--- config.mk ---
export PLATFORM = sky130hd
export DESIGN_NAME = sdram_client_responder
export DESIGN_NICKNAME = d
export VERILOG_FILES = /design/src/rtl/sdram_client_responder.sv
export SDC_FILE = /design/constraint.sdc
export NUM_CORES = 1
export LEC_CHECK = 0
export CORE_ASPECT_RATIO = 2
export CORE_UTILIZATION = 45
export DETAILED_ROUTE_END_ITERATION = 8
export DONT_BUFFER_PORTS = 1
export HOLD_SLACK_MARGIN = 0.02
export SYNTH_ARGS = -nofsm -noshare
export SYNTH_HDL_FRONTEND = slang
export SYNTH_SLANG_ARGS = --single-unit
export TNS_END_PERCENT = 20
--- constraint.sdc ---
create_clock -name i_Clk -period 7.5 [get_ports i_Clk]
set_input_delay 1.5 -clock i_Clk [delete_from_list [all_inputs] [get_ports i_Clk]]
set_output_delay 1.5 -clock i_Clk [all_outputs]
set_load 0.01 [all_outputs]
--- src/rtl/sdram_client_responder.sv ---
// Client-side SDRAM word sequencer: serves one client read/write per core handshake
// and hands the core port to the display path when the client yields.
module sdram_client_responder #(
  parameter int unsigned ADDR_W = 22,
  parameter int unsigned DATA_W = 32
) (
  input  logic              i_Clk,
  input  logic              i_Reset,
  input  logic [1:0]        i_Command,
  input  logic [ADDR_W-1:0] i_Data_Address,
  input  logic [DATA_W-1:0] i_Data_Write,
  output logic [DATA_W-1:0] o_Data_Read,
  output logic              o_Data_Read_Valid,
  output logic              o_Data_Write_Done,
  output logic              o_SDRAM_Requested,
  input  logic              i_SDRAM_Yield,
  output logic              o_Core_Req,
  output logic              o_Core_We,
  output logic [ADDR_W-1:0] o_Core_Addr,
  output logic [DATA_W-1:0] o_Core_Wdata,
  input  logic              i_Core_Ack,
  input  logic [DATA_W-1:0] i_Core_Rdata,
  input  logic              i_Display_Need,
  output logic              o_Display_Grant,
  input  logic              i_Display_Done
);

  localparam logic [1:0] CMD_READ  = 2'b01;
  localparam logic [1:0] CMD_WRITE = 2'b10;

  typedef enum logic [1:0] {S_IDLE, S_ISSUE, S_GAP, S_DISP} state_t;

  state_t state, state_next;
  logic   pend;
  logic   cmd_valid_c;
  logic   issue_ack_c;
  logic   enter_issue_c;
  logic   enter_disp_c;

  assign o_SDRAM_Requested = pend;

  // State register
  always_ff @(posedge i_Clk or posedge i_Reset) begin
    if (i_Reset) state <= S_IDLE;
    else         state <= state_next;
  end

  // Next state; encoding 2'b11 behaves as idle
  always_comb begin
    state_next    = state;
    cmd_valid_c   = (i_Command == CMD_READ) || (i_Command == CMD_WRITE);
    issue_ack_c   = 1'b0;
    enter_issue_c = 1'b0;
    enter_disp_c  = 1'b0;
    case (state)
      S_IDLE: begin
        if (pend && i_SDRAM_Yield) begin
          state_next   = S_DISP;
          enter_disp_c = 1'b1;
        end else if (cmd_valid_c) begin
          state_next    = S_ISSUE;
          enter_issue_c = 1'b1;
        end
      end
      S_ISSUE: begin
        if (i_Core_Ack) begin
          state_next  = S_GAP;
          issue_ack_c = 1'b1;
        end
      end
      S_GAP:   state_next = S_IDLE;
      S_DISP:  if (i_Display_Done) state_next = S_IDLE;
      default: state_next = S_IDLE;
    endcase
  end

  // Registered outputs, command latch and display-pending flag
  always_ff @(posedge i_Clk or posedge i_Reset) begin
    if (i_Reset) begin
      pend              <= 1'b0;
      o_Core_Req        <= 1'b0;
      o_Core_We         <= 1'b0;
      o_Core_Addr       <= '0;
      o_Core_Wdata      <= '0;
      o_Data_Read       <= '0;
      o_Data_Read_Valid <= 1'b0;
      o_Data_Write_Done <= 1'b0;
      o_Display_Grant   <= 1'b0;
    end else begin
      o_Core_Req        <= (state_next == S_ISSUE);
      o_Display_Grant   <= (state_next == S_DISP);
      o_Data_Read_Valid <= issue_ack_c && !o_Core_We;
      o_Data_Write_Done <= issue_ack_c && o_Core_We;
      if (issue_ack_c && !o_Core_We) o_Data_Read <= i_Core_Rdata;
      if (enter_issue_c) begin
        o_Core_Addr  <= i_Data_Address;
        o_Core_Wdata <= i_Data_Write;
        o_Core_We    <= (i_Command == CMD_WRITE);
      end
      if (enter_disp_c)                          pend <= 1'b0;
      else if (i_Display_Need && state != S_DISP) pend <= 1'b1;
    end
  end

endmodule

# Word level (Yosys, flattened, before mapping)
# Cells that the tools add are included.
[word_totals] register_bits=94 input_bits=94 output_inout_bits=92 elab_cells=40
[classes] n_eq_ne=8 mux=14 reduce_logical=8
[ops] op="$mux 1" n=9
[ops] op="$eq 2x2->1 const B" n=4
[ops] op="$mux 2" n=4
[ops] op="$pmux 2 s4" n=1
[ops] op="$eq 2x1->1 const B" n=3
[ops] op="$logic_and 1x1->1" n=4
[ops] op="$logic_not 2->1" n=1
[ops] op="$ne 2x2->1 const B" n=1
[ops] op="$reduce_bool 2->1" n=1
[ops] op="$logic_not 1->1" n=1
[ops] op="$logic_or 1x1->1" n=1

# Depth between registers and ports, before layout
# Gate-level depths: netlist of the first run.
[depth] depth_word=6 mapped_depth=5 ltp_nobuf=4

# Worst setup path before layout of the first run
# Ideal clock, no wire load.
[synth_timing] path_kind="in2reg" startpoint="input i_Command[0]" endpoint="register o_Core_Addr[0]" setup_time_ps=127 t_arrival_ps=3045 required_time_ps=7373 slack_ps=4327 path_stages=5 path_buffers=1 path_cell_list="inv_1 ha_1 a2111oi_4 buf_6 mux2_1"
[synth_between] elab_chain_len=5 elab_cells_between_ends=6 cone_classes="eq/ne (2); mux (3); reduce/logical (1)"
[synth_rtl] element="start, declared" line_no="9" source="input logic [1:0] i_Command,"
[synth_rtl] element="$eq 2x1->1 or $eq 2x2->1 (tied branches)" line_no="51" source="cmd_valid_c = (i_Command == CMD_READ) || (i_Command == CMD_WRITE);"
[synth_rtl] element="$logic_or 1x1->1 *" line_no="51"
[synth_rtl] element="$mux 1 *" line_no="60" source="end else if (cmd_valid_c) begin"
[synth_rtl] element="$mux 1 *" line_no="57" source="if (pend && i_SDRAM_Yield) begin"
[synth_rtl] element="$mux 1 *" line_no="55" source="case (state)"
[synth_rtl] element="end signal, assigned" line_no="96" source="o_Core_Addr <= i_Data_Address;"
[synth_rtl] element="end, declared" line_no="19" source="output logic [ADDR_W-1:0] o_Core_Addr,"
# Mark *: on every way between the ends. The rest lies on a longest branch, timed or not.
# A chain may end at the register's enable or synchronous reset.

# Final worst setup path of the first run
[layout_timing] startpoint="input i_Command[0]" endpoint="register o_Core_Wdata[25]"
[layout_between] elab_chain_len=5 elab_cells_between_ends=6 cone_classes="eq/ne (2); mux (3); reduce/logical (1)"
[layout_rtl] element="$eq 2x1->1 or $eq 2x2->1 (tied branches)" line_no="51"
[layout_rtl] element="$logic_or 1x1->1 *" line_no="51"
[layout_rtl] element="$mux 1 *" line_no="60"
[layout_rtl] element="$mux 1 *" line_no="57"
[layout_rtl] element="$mux 1 *" line_no="55"
[layout_rtl] element="end signal, assigned" line_no="97" source="o_Core_Wdata <= i_Data_Write;"
[layout_rtl] element="end, declared" line_no="20" source="output logic [DATA_W-1:0] o_Core_Wdata,"
# Marked as above.

==> results of run 1 <==
placed cells by master, fill, tap and decap left out, drive strengths merged:
cell,instances
mux2,88
nor4bb,2
clkinv,1
inv,2
bufinv,3
a2111oi,1
clkbuf,10
or4bb,1
ha,1
o21a,1
nand2,1
nor3,1
buf,3
nor2,1
nand3b,2
dfrtp,94
clkinvlp,1
o211ai,1
a21boi,1
nand3,1
worst paths after layout:
path / from / end
max in group asynchronous: i_Reset / o_Core_Wdata[22]
min in group asynchronous: i_Reset / o_Data_Read_Valid
worst min register to register: o_Core_Wdata[23] / o_Core_Wdata[23]
worst min-delay path: o_Core_Wdata[23] / o_Core_Wdata[23]
worst max register to register: o_SDRAM_Requested / o_Core_Wdata[25]
worst max-delay path: i_Command[0] / o_Core_Wdata[25]
synth_stat cells:
master / instances / area, sq um
nand3b_1: 2 / 15.0
buf_2: 5 / 25.0
clkbuf_1: 1 / 3.75
mux2_1: 50 / 563
mux2_2: 38 / 428
nand2_1: 1 / 3.75
a2111oi_4: 1 / 27.5
nand3_1: 1 / 5.00
o211ai_1: 1 / 7.51
inv_1: 3 / 11.3
nor3_1: 1 / 5.00
nor4bb_1: 2 / 20.0
o21a_1: 1 / 7.51
ha_1: 1 / 12.5
dfrtp_1: 94 / 2350
a21boi_0: 1 / 7.51
or4bb_1: 1 / 11.3
buf_6: 5 / 56.3
nor2_1: 1 / 3.75
kinds of logic (layout without fill, tap and decap cells):
| family | count (synthesis) | count (layout) | share of synthesized area, % |
|---|---|---|---|
| multiplexers | 88 | 88 | 27.8 |
| buffers and inverters | 14 | 20 | 2.70 |
| AO/OA/AOI/OAI | 4 | 4 | 1.40 |
| AND/OR/NAND/NOR | 9 | 9 | 1.79 |
| adder cells (fa/ha/maj) | 1 | 1 | 0.351 |
| flip-flops | 94 | 94 | 66.0 |
worst reg2reg max path, cell delays in order (launching register included):
cell and delay, ns:
dfrtp_1 0.48, a2111oi_4 0.38, buf_4 0.59, mux2_1 0.43
metal layers:
layer	up-vias	global-route usage, %
li1	737	-
met1	878	14.7
met2	123	30.0
met3	11	5.34
met4	0	9.67
met5	-	0
power by group through the flow:
stage,clock network (mW),registers [mW],logic (mW)
finish,0.488,1.08,0.351
global route,0.522,1.11,0.387
CTS,0.503,1.09,0.361
detailed placement,0,1.09,0.363
global placement,0,1.09,0.330
floorplan,0,1.01,0.330
cell type report:
cell class,count,area [sq um],share of cell area (%)
inverter,3,12.5,0.316
tap,94,118,2.97
clock inverter,4,97.6,2.46
timing repair buffer,3,22.5,0.568
sequential,94,2350,59.3
clock buffer,10,229,5.78
multi-input combinational,102,1130,28.6
flip-flops by register name, summed over array words and instances (netlist names):
signal             flops
o_Data_Read_Valid      1
o_Core_We              1
o_SDRAM_Requested      1
o_Core_Req             1
o_Data_Write_Done      1
state                  2
o_Data_Read           32
o_Display_Grant        1
o_Core_Addr           22
o_Core_Wdata          32
==> out/metrics.cfg, run 1 <==
[placement]
dp_hpwl_microns = 4980
place_inst = 296
portBuffers = 0
placed_area_sq_um = 3640
post-place-ws_ns = 4.14
gp_congestion = 0.763

[logic_synthesis]
yosysSeqAreaShare_pct = 66.0
synth-seq-cells = 94
avgSynthCellArea_sq_um = 17.0
netlist_area_sq_um = 3570
ys_types = 19
syn-num-nets = 305
syn_inst = 210
yosys_warnings = 0

[global_routing]
antenna_found_initial = 0
globalRouteOverflowTotal = 0
grt_pass1_vias = 1976
grt_usage_pct = 16.3
grt_max_degree = 95
grt_pass1_wl_microns = 9980

[clocking]
cts_hold_buffers = 0
cts_root_buf = clkbuf_16
insertion_delay_ns = 0.33
cts_tree = done
postCtsSetupRepairBufs = 0
htreeDepth = 3
cts.sinks = 94
numCtsBuffers = 9
clockBufferDepth = 2
cts_resized = 0
clk_pin_slew_ns = 0.05

[pwr]
ir_worst_vdd_v = 0.000187
switching_share_pct = 32.1
p_per_area_nw_per_um2 = 484
p_switching_uw = 617
p_leak_nw = 1.70
power_frac_seq_pct = 56.3
clock_power_share_pct = 25.4
intPower_mw = 1.30
power_mw = 1.92
p_comb_share_pct = 18.3

[layout]
postLayoutCellArea_sq_um = 3960
fillers = 652
drive_gt1_share_pct = 26.4
final_util_pct = 51.8
syn_to_final_growth_pct = 11.2
instances_no_fill = 310
nets = 308
antenna_cells = 0

[routing]
drc = 0
maxUsedRoutingLayer = met4
first_pass_iters = 2
drtIter0Drc = 65
vias = 1749
wl_per_cell_microns = 21.2
viasPerCell = 5.64
finalWirelength_microns = 6560
routed-wl-met2_microns = 3810
wl_met3_microns = 647
wl_met1_microns = 1940
ant_nets = 0

[floorplan]
rows = 45
design.die.area_sq_um = 8310
ioPinCount = 186
die_width_microns = 64.9
die_y_microns = 128
core_area_sq_um = 7660
initial_utilization_pct = 46.6

[critical_path]
cp.buffers_inverters = 2
r2r_cells = 3
cpPeakStageDelay_ns = 0.59
end_kind = flip-flop
r2r_slack_ns = 5.49
arrival_ns = 3.20
critPathRequiredTime_ns = 7.70
critPathSlowestCell = buf_4
worstPathCellList = inv_1 -> ha_1 -> a2111oi_4 -> buf_4 -> mux2_1
crit_cells = 5
cp_top_family = buffers and inverters
crit_type = input port to flip-flop
crit_fanout = 55
worstSetupStartpointType = input port

[timing]
final.setup.worst_slack_ns = 4.50
final-setup-viol-count = 0
min_period_over_period_pct = 40.0
rsz0062_at_grt = no
finalClockSkew_ns = 0.00754
tightest_slew_ns = 1.11
timing.slew.headroom_pct = 25.9
final-max-slew-violation-count = 0
timing.hold.ws_ns = 0.554
fmax_mhz = 333
period_needed_ns = 3.00
setup_tns_ns = 0
hold_viol = 0

[flow_run]
cap_violations = 0

[status]
status = completed

[worst_hold_path]
worst_hold_path_type = flip-flop to flip-flop
min_path_cells = 1

(Power assumes the default switching activity.)
==> run 2: changes to the inputs <==
==> constraint.sdc (replaced) <==
create_clock -name i_Clk -period 2.7 [get_ports i_Clk]
set_input_delay 0.54 -clock i_Clk [delete_from_list [all_inputs] [get_ports i_Clk]]
set_output_delay 0.54 -clock i_Clk [all_outputs]
set_load 0.01 [all_outputs]
==> run 2 against run 1 <==
Sequential cell count stayed put. Total power grew to 2.7 times the previous value. Cell area is 0.41% higher. First-iteration DRC count is 57% higher. Die area stayed put. Sequential share of layout area is 0.24 points lower. Register-to-register slack worse by 4.5 ns. Largest cell class unchanged. Largest power group unchanged.
==> out/metrics.cfg, run 2 (synthesis gave the netlist of run 1 again) <==
[timing]
period_needed_ns = 1.79
finalClockSkew_ns = 0.00771  ; was 0.00754 ns
final-max-slew-violation-count = 0  ; unchanged
timing.slew.headroom_pct = 55.5  ; was 25.9%
hold_viol = 0  ; unchanged
final.setup.worst_slack_ns = 0.909  ; was 4.50 ns
tightest_slew_ns = 0.667  ; was 1.11 ns
fmax_mhz = 558
rsz0062_at_grt = no  ; unchanged
final-setup-viol-count = 0  ; unchanged
min_period_over_period_pct = 66.3
setup_tns_ns = 0  ; unchanged

[placement]
gp_congestion = 0.722  ; was 0.763
portBuffers = 0  ; unchanged
post-place-ws_ns = 0.574  ; was 4.14 ns
dp_hpwl_microns = 5020  ; was 4980 microns
place_inst = 297  ; was 296

[global_routing]
grt_usage_pct = 16.6  ; was 16.3%
grt_pass1_wl_microns = 10300  ; was 9980 microns
grt_pass1_vias = 1981  ; was 1976
antenna_found_initial = 0  ; unchanged
globalRouteOverflowTotal = 0  ; unchanged
grt_max_degree = 56  ; was 95

[floorplan]
die_width_microns = 64.9  ; unchanged
core_area_sq_um = 7660  ; unchanged
design.die.area_sq_um = 8310  ; unchanged
die_y_microns = 128  ; unchanged
rows = 45  ; unchanged
ioPinCount = 186  ; unchanged
initial_utilization_pct = 46.6  ; unchanged

[clocking]
cts_tree = done  ; unchanged
numCtsBuffers = 9  ; unchanged
insertion_delay_ns = 0.32  ; was 0.33 ns
cts_resized = 0  ; unchanged
postCtsSetupRepairBufs = 0  ; unchanged
clockBufferDepth = 2  ; unchanged
cts_hold_buffers = 0  ; unchanged
cts_root_buf = clkbuf_16  ; unchanged
clk_pin_slew_ns = 0.06  ; was 0.05 ns
cts.sinks = 94  ; unchanged
htreeDepth = 3  ; unchanged

[layout]
layout_common_cells = dfrtp_1 (94), mux2_1 (50), mux2_2 (38), clkbuf_16 (9)  ; unchanged
syn_to_final_growth_pct = 11.6  ; was 11.2%
instances_no_fill = 313  ; was 310
final_common_cell = dfrtp_1  ; unchanged
nets = 309  ; was 308
antenna_cells = 0  ; unchanged
drive_gt1_share_pct = 27.9  ; was 26.4%
final_util_pct = 52.0  ; was 51.8%
reg_top3 = o_Core_Wdata: 32 flops, o_Data_Read: 32 flops, o_Core_Addr: 22 flops  ; unchanged

[routing]
drc = 0  ; unchanged
finalWirelength_microns = 6660  ; was 6560 microns
first_pass_iters = 4  ; was 2
wl_per_cell_microns = 21.3  ; was 21.2 microns
vias = 1739  ; was 1749
viasPerCell = 5.56  ; was 5.64
ant_nets = 0  ; unchanged
drtIter0Drc = 102  ; was 65

[worst_hold_path]
worst_hold_path_type = input port to async pin  ; was flip-flop to flip-flop

[pwr]
ir_worst_vdd_v = 0.000761  ; was 0.000187 V
p_leak_nw = 1.70  ; about the same
power_mw = 5.27  ; was 1.92 mW
p_per_area_nw_per_um2 = 1320  ; was 484 nW/um^2

[status]
status = completed  ; unchanged

[critical_path]
worstSetupStartpointType = input port  ; unchanged
critPathRequiredTime_ns = 2.90  ; was 7.70 ns
end_kind = flip-flop  ; unchanged
arrival_ns = 1.99  ; was 3.20 ns
crit_type = input port to flip-flop  ; unchanged
crit_fanout = 55  ; unchanged

[flow_run]
cap_violations = 0  ; unchanged

[run 2: cell count changes in the layout (fill, tap and decap cells not counted)]
cell	change
clkinvlp_4	+2
clkinv_4	+1
clkbuf_1	-1
clkbuf_8	+3
bufinv_16	-2
clkinv_2	-1
buf_12	+1
[run 2: power by group]
group / leakage, nW / switching (mW) / internal, mW
Sequential: 1.12 / 0.880 / 2.13
Clock: 0.151 / 0.489 / 0.794
Combinational: 0.430 / 0.374 / 0.608
Total: 1.70 / 1.74 / 3.53
[run 2: worst max-delay path: stages]
cell and delay (ns):
inv_1 0.02, ha_1 0.33, a2111oi_4 0.38, buf_12 0.31, mux2_2 0.37
[run 2: final timing paths]
check | end | cells after the start | from | slack (ns)
hold / removal | o_Data_Read_Valid | 2 | i_Reset | 0.24
setup reg to reg | o_Core_Wdata[9] | 3 | o_SDRAM_Requested | 0.95
setup / recovery | o_Core_Wdata[9] | 5 | i_Command[0] | 0.91
max in group asynchronous | state[1] | 2 | i_Reset | 1.95
min in group i_Clk | o_Core_Wdata[5] | 1 | i_Data_Write[5] | 0.34
hold reg to reg | o_Core_Wdata[30] | 1 | o_Core_Wdata[30] | 0.56
[run 2: through the flow]
step	hold slack [ns]	cell area, sq um
6_report	0.244	3980
5_1_grt	0.284	3980
4_1_cts	0.244	3980
3_5_place_dp	0.552	3660
3_3_place_gp	0.542	3660
2_1_floorplan	0.529	3570
[run 2: area by class of cell]
type | instances | area (sq um)
Inverter | 3 | 15.0
Clock buffer | 12 | 267
Multi-Input combinational cell | 102 | 1130
Sequential cell | 94 | 2350
Timing Repair Buffer | 4 | 42.5
Fill cell | 656 | 3680
Tap cell | 94 | 118
Clock inverter | 4 | 53.8
[run 2: routing by layer]
metal | vias to the layer above | global-route usage [%] | routed length (microns)
li1 | 744 | - | -
met1 | 871 | 17.3 | 2160
met2 | 115 | 29.2 | 3740
met3 | 9 | 5.16 | 612
met4 | 0 | 8.37 | 142
met5 | - | 0 | 0
==> run 3: changes to the inputs <==
==> constraint.sdc (replaced) <==
create_clock -name i_Clk -period 1.5 [get_ports i_Clk]
set_input_delay 0.3 -clock i_Clk [delete_from_list [all_inputs] [get_ports i_Clk]]
set_output_delay 0.3 -clock i_Clk [all_outputs]
set_load 0.01 [all_outputs]
==> run 3 against run 2 <==
The run now ends with negative setup slack left. Hold slack worse by 0.14 ns. Via count is 4.9% higher. Non-clock buffer count is 12 higher. Register-to-register slack worse by 1.0 ns. First-iteration DRC count is 23% lower. Die area stayed put. Cell area is 8.3% higher. Clock-buffer cell count is 1 lower. Core utilization is 4.3 points higher. Global-route usage is 1.4 points higher. Critical path type is now flip-flop to flip-flop. Critical endpoint is now o_Core_Wdata[26].
==> out/metrics.cfg, run 3 (synthesis gave the netlist of run 1 again) <==
[layout]
final_util_pct = 56.3  ; was 52.0%
drive_gt1_share_pct = 47.0  ; was 27.9%
regArea_sq_um = 2350  ; about the same
final_common_cell = dfrtp_1  ; unchanged
fillers = 627  ; was 656
layout_common_cells = dfrtp_1 (93), mux2_4 (39), mux2_2 (36), mux2_1 (13), clkbuf_16 (10)  ; was dfrtp_1 (94), mux2_1 (50), mux2_2 (38), clkbuf_16 (9)
antenna_cells = 0  ; unchanged
syn_to_final_growth_pct = 20.9  ; was 11.6%
multiInputGateArea_sq_um = 1280  ; was 1130 sq um
reg_top3 = o_Core_Wdata: 32 flops, o_Data_Read: 32 flops, o_Core_Addr: 22 flops  ; unchanged
nets = 321  ; was 309

[status]
failed_checks = negative setup slack
status = complete, but fails checks  ; was completed

[floorplan]
die_y_microns = 128  ; unchanged
ioPinCount = 186  ; unchanged
design.die.area_sq_um = 8310  ; unchanged
initial_utilization_pct = 46.6  ; unchanged
die_width_microns = 64.9  ; unchanged
core_area_sq_um = 7660  ; unchanged
rows = 45  ; unchanged

[routing]
finalWirelength_microns = 7510  ; was 6660 microns
ant_nets = 0  ; unchanged
viasPerCell = 5.63  ; was 5.56
vias = 1825  ; was 1739
drc = 0  ; unchanged
first_pass_iters = 2  ; was 4
drtIter0Drc = 79  ; was 102
wl_per_cell_microns = 23.2  ; was 21.3 microns

[placement]
portBuffers = 0  ; unchanged
dp_hpwl_microns = 5090  ; was 5020 microns
gp_congestion = 0.736  ; was 0.722

[pwr]
p_leak_nw = 1.90  ; was 1.70 nW
p_per_area_nw_per_um2 = 2430  ; was 1320 nW/um^2
power_mw = 10.5  ; was 5.27 mW
ir_worst_vdd_v = 0.00115  ; was 0.000761 V

[timing]
hold_viol = 0  ; unchanged
timing.slew.headroom_pct = 68.8  ; was 55.5%
final.setup.worst_slack_ns = -0.0624  ; was 0.909 ns
fmax_mhz = 640
timing.hold.ws_ns = 0.101  ; was 0.244 ns
period_needed_ns = 1.56
tightest_slew_ns = 0.469  ; was 0.667 ns
min_period_over_period_pct = 104
final-max-slew-violation-count = 0  ; unchanged
finalClockSkew_ns = 0.00702  ; was 0.00771 ns
rsz0062_at_grt = yes  ; was no
final-setup-viol-count = 63  ; was 0

[critical_path]
worstSetupStartpointType = flip-flop  ; was input port
critPathRequiredTime_ns = 1.70  ; was 2.90 ns
crit_type = flip-flop to flip-flop  ; was input port to flip-flop
end_kind = flip-flop  ; unchanged
crit_fanout = 16  ; was 55
arrival_ns = 1.76  ; was 1.99 ns

[clocking]
cts_root_buf = clkbuf_16  ; unchanged
clockBufferDepth = 2  ; unchanged
insertion_delay_ns = 0.33  ; was 0.32 ns
htreeDepth = 3  ; unchanged
numCtsBuffers = 9  ; unchanged
cts_tree = done  ; unchanged
clk_pin_slew_ns = 0.06  ; about the same
cts.sinks = 94  ; unchanged

[global_routing]
globalRouteOverflowTotal = 0  ; unchanged
antenna_found_initial = 0  ; unchanged
grt_pass1_vias = 2083  ; was 1981
grt_max_degree = 95  ; was 56
grt_pass1_wl_microns = 10800  ; was 10300 microns
grt_usage_pct = 18.0  ; was 16.6%

[worst_hold_path]
worst_hold_path_type = input port to flip-flop  ; was input port to async pin

[flow_run]
cap_violations = 0  ; unchanged

-- run 3: cell types whose count changed in the layout (fill, tap and decap cells not counted), moves of 3 or more --
cell	before	now
mux2_4	0	39
buf_4	3	6
clkbuf_8	3	0
mux2_1	50	13
buf_12	1	4
-- run 3: per-layer routing --
metal | GRT usage, % | share of wire [%] | wire, microns
met3 | 5.34 | 8.8 | 660
met2 | 31.7 | 56 | 4180
met4 | 10.8 | 2.8 | 210
met1 | 17.9 | 33 | 2450
met5 | 0 | 0 | 0
-- run 3: power by group --
| group | leakage, nW | internal, mW | switching [mW] |
|---|---|---|---|
| registers | 1.12 | 3.83 | 1.56 |
| clock network | 0.146 | 1.45 | 0.847 |
| logic | 0.639 | 1.86 | 0.927 |
-- run 3: stage by stage --
step / setup TNS (ns) / setup slack, ns / cells / cell area (sq um)
global placement: -17.92 / -0.352 / 302 / 3720
floorplan: -28.97 / -0.473 / 210 / 3570
CTS: -2.68 / -0.0692 / 323 / 4220
detailed placement: -21.40 / -0.409 / 302 / 3720
finish: -2.06 / -0.0624 / 324 / 4310
global route: -7.00 / -0.123 / 324 / 4310
-- run 3: worst paths after layout --
kind                       slack [ns]                to              start  depth (start not counted)
min in group asynchronous        0.61   o_Data_Read[27]            i_Reset                          3
hold reg to reg                  0.56  o_Core_Wdata[23]   o_Core_Wdata[23]                          1
hold / removal                   0.10   o_Core_Wdata[7]    i_Data_Write[7]                          1
setup reg to reg                -0.06  o_Core_Wdata[26]  o_SDRAM_Requested                          4
setup / recovery                -0.06  o_Core_Wdata[26]  o_SDRAM_Requested                          4
max in group asynchronous        0.53          state[1]            i_Reset                          3
-- run 3: cell type report --
type | count | area share, %
clock buffers | 11 | 5.40
inverters | 3 | 0.348
repair buffers | 16 | 5.51
flip-flops and latches | 94 | 54.6
clock inverters | 4 | 1.68
multi-input cells | 102 | 29.7
well taps | 94 | 2.73
-- run 3: what timing repair did --
item | in CTS | in global routing
pin swaps | 2 | 1
endpoints found under the hold margin | 94 | 0
buffers inserted | 3 | 0
gates resized for setup | 31 | 17
setup endpoints to repair | 88 | 89
gates cloned | 2 | 1
hold buffers | 1 | 0
-- run 3: critical path, stage by stage (launching register included) --
cell       delay (ns)
dfrtp_1          0.41
a2111oi_4        0.34
buf_6            0.20
buf_12           0.16
mux2_1           0.33
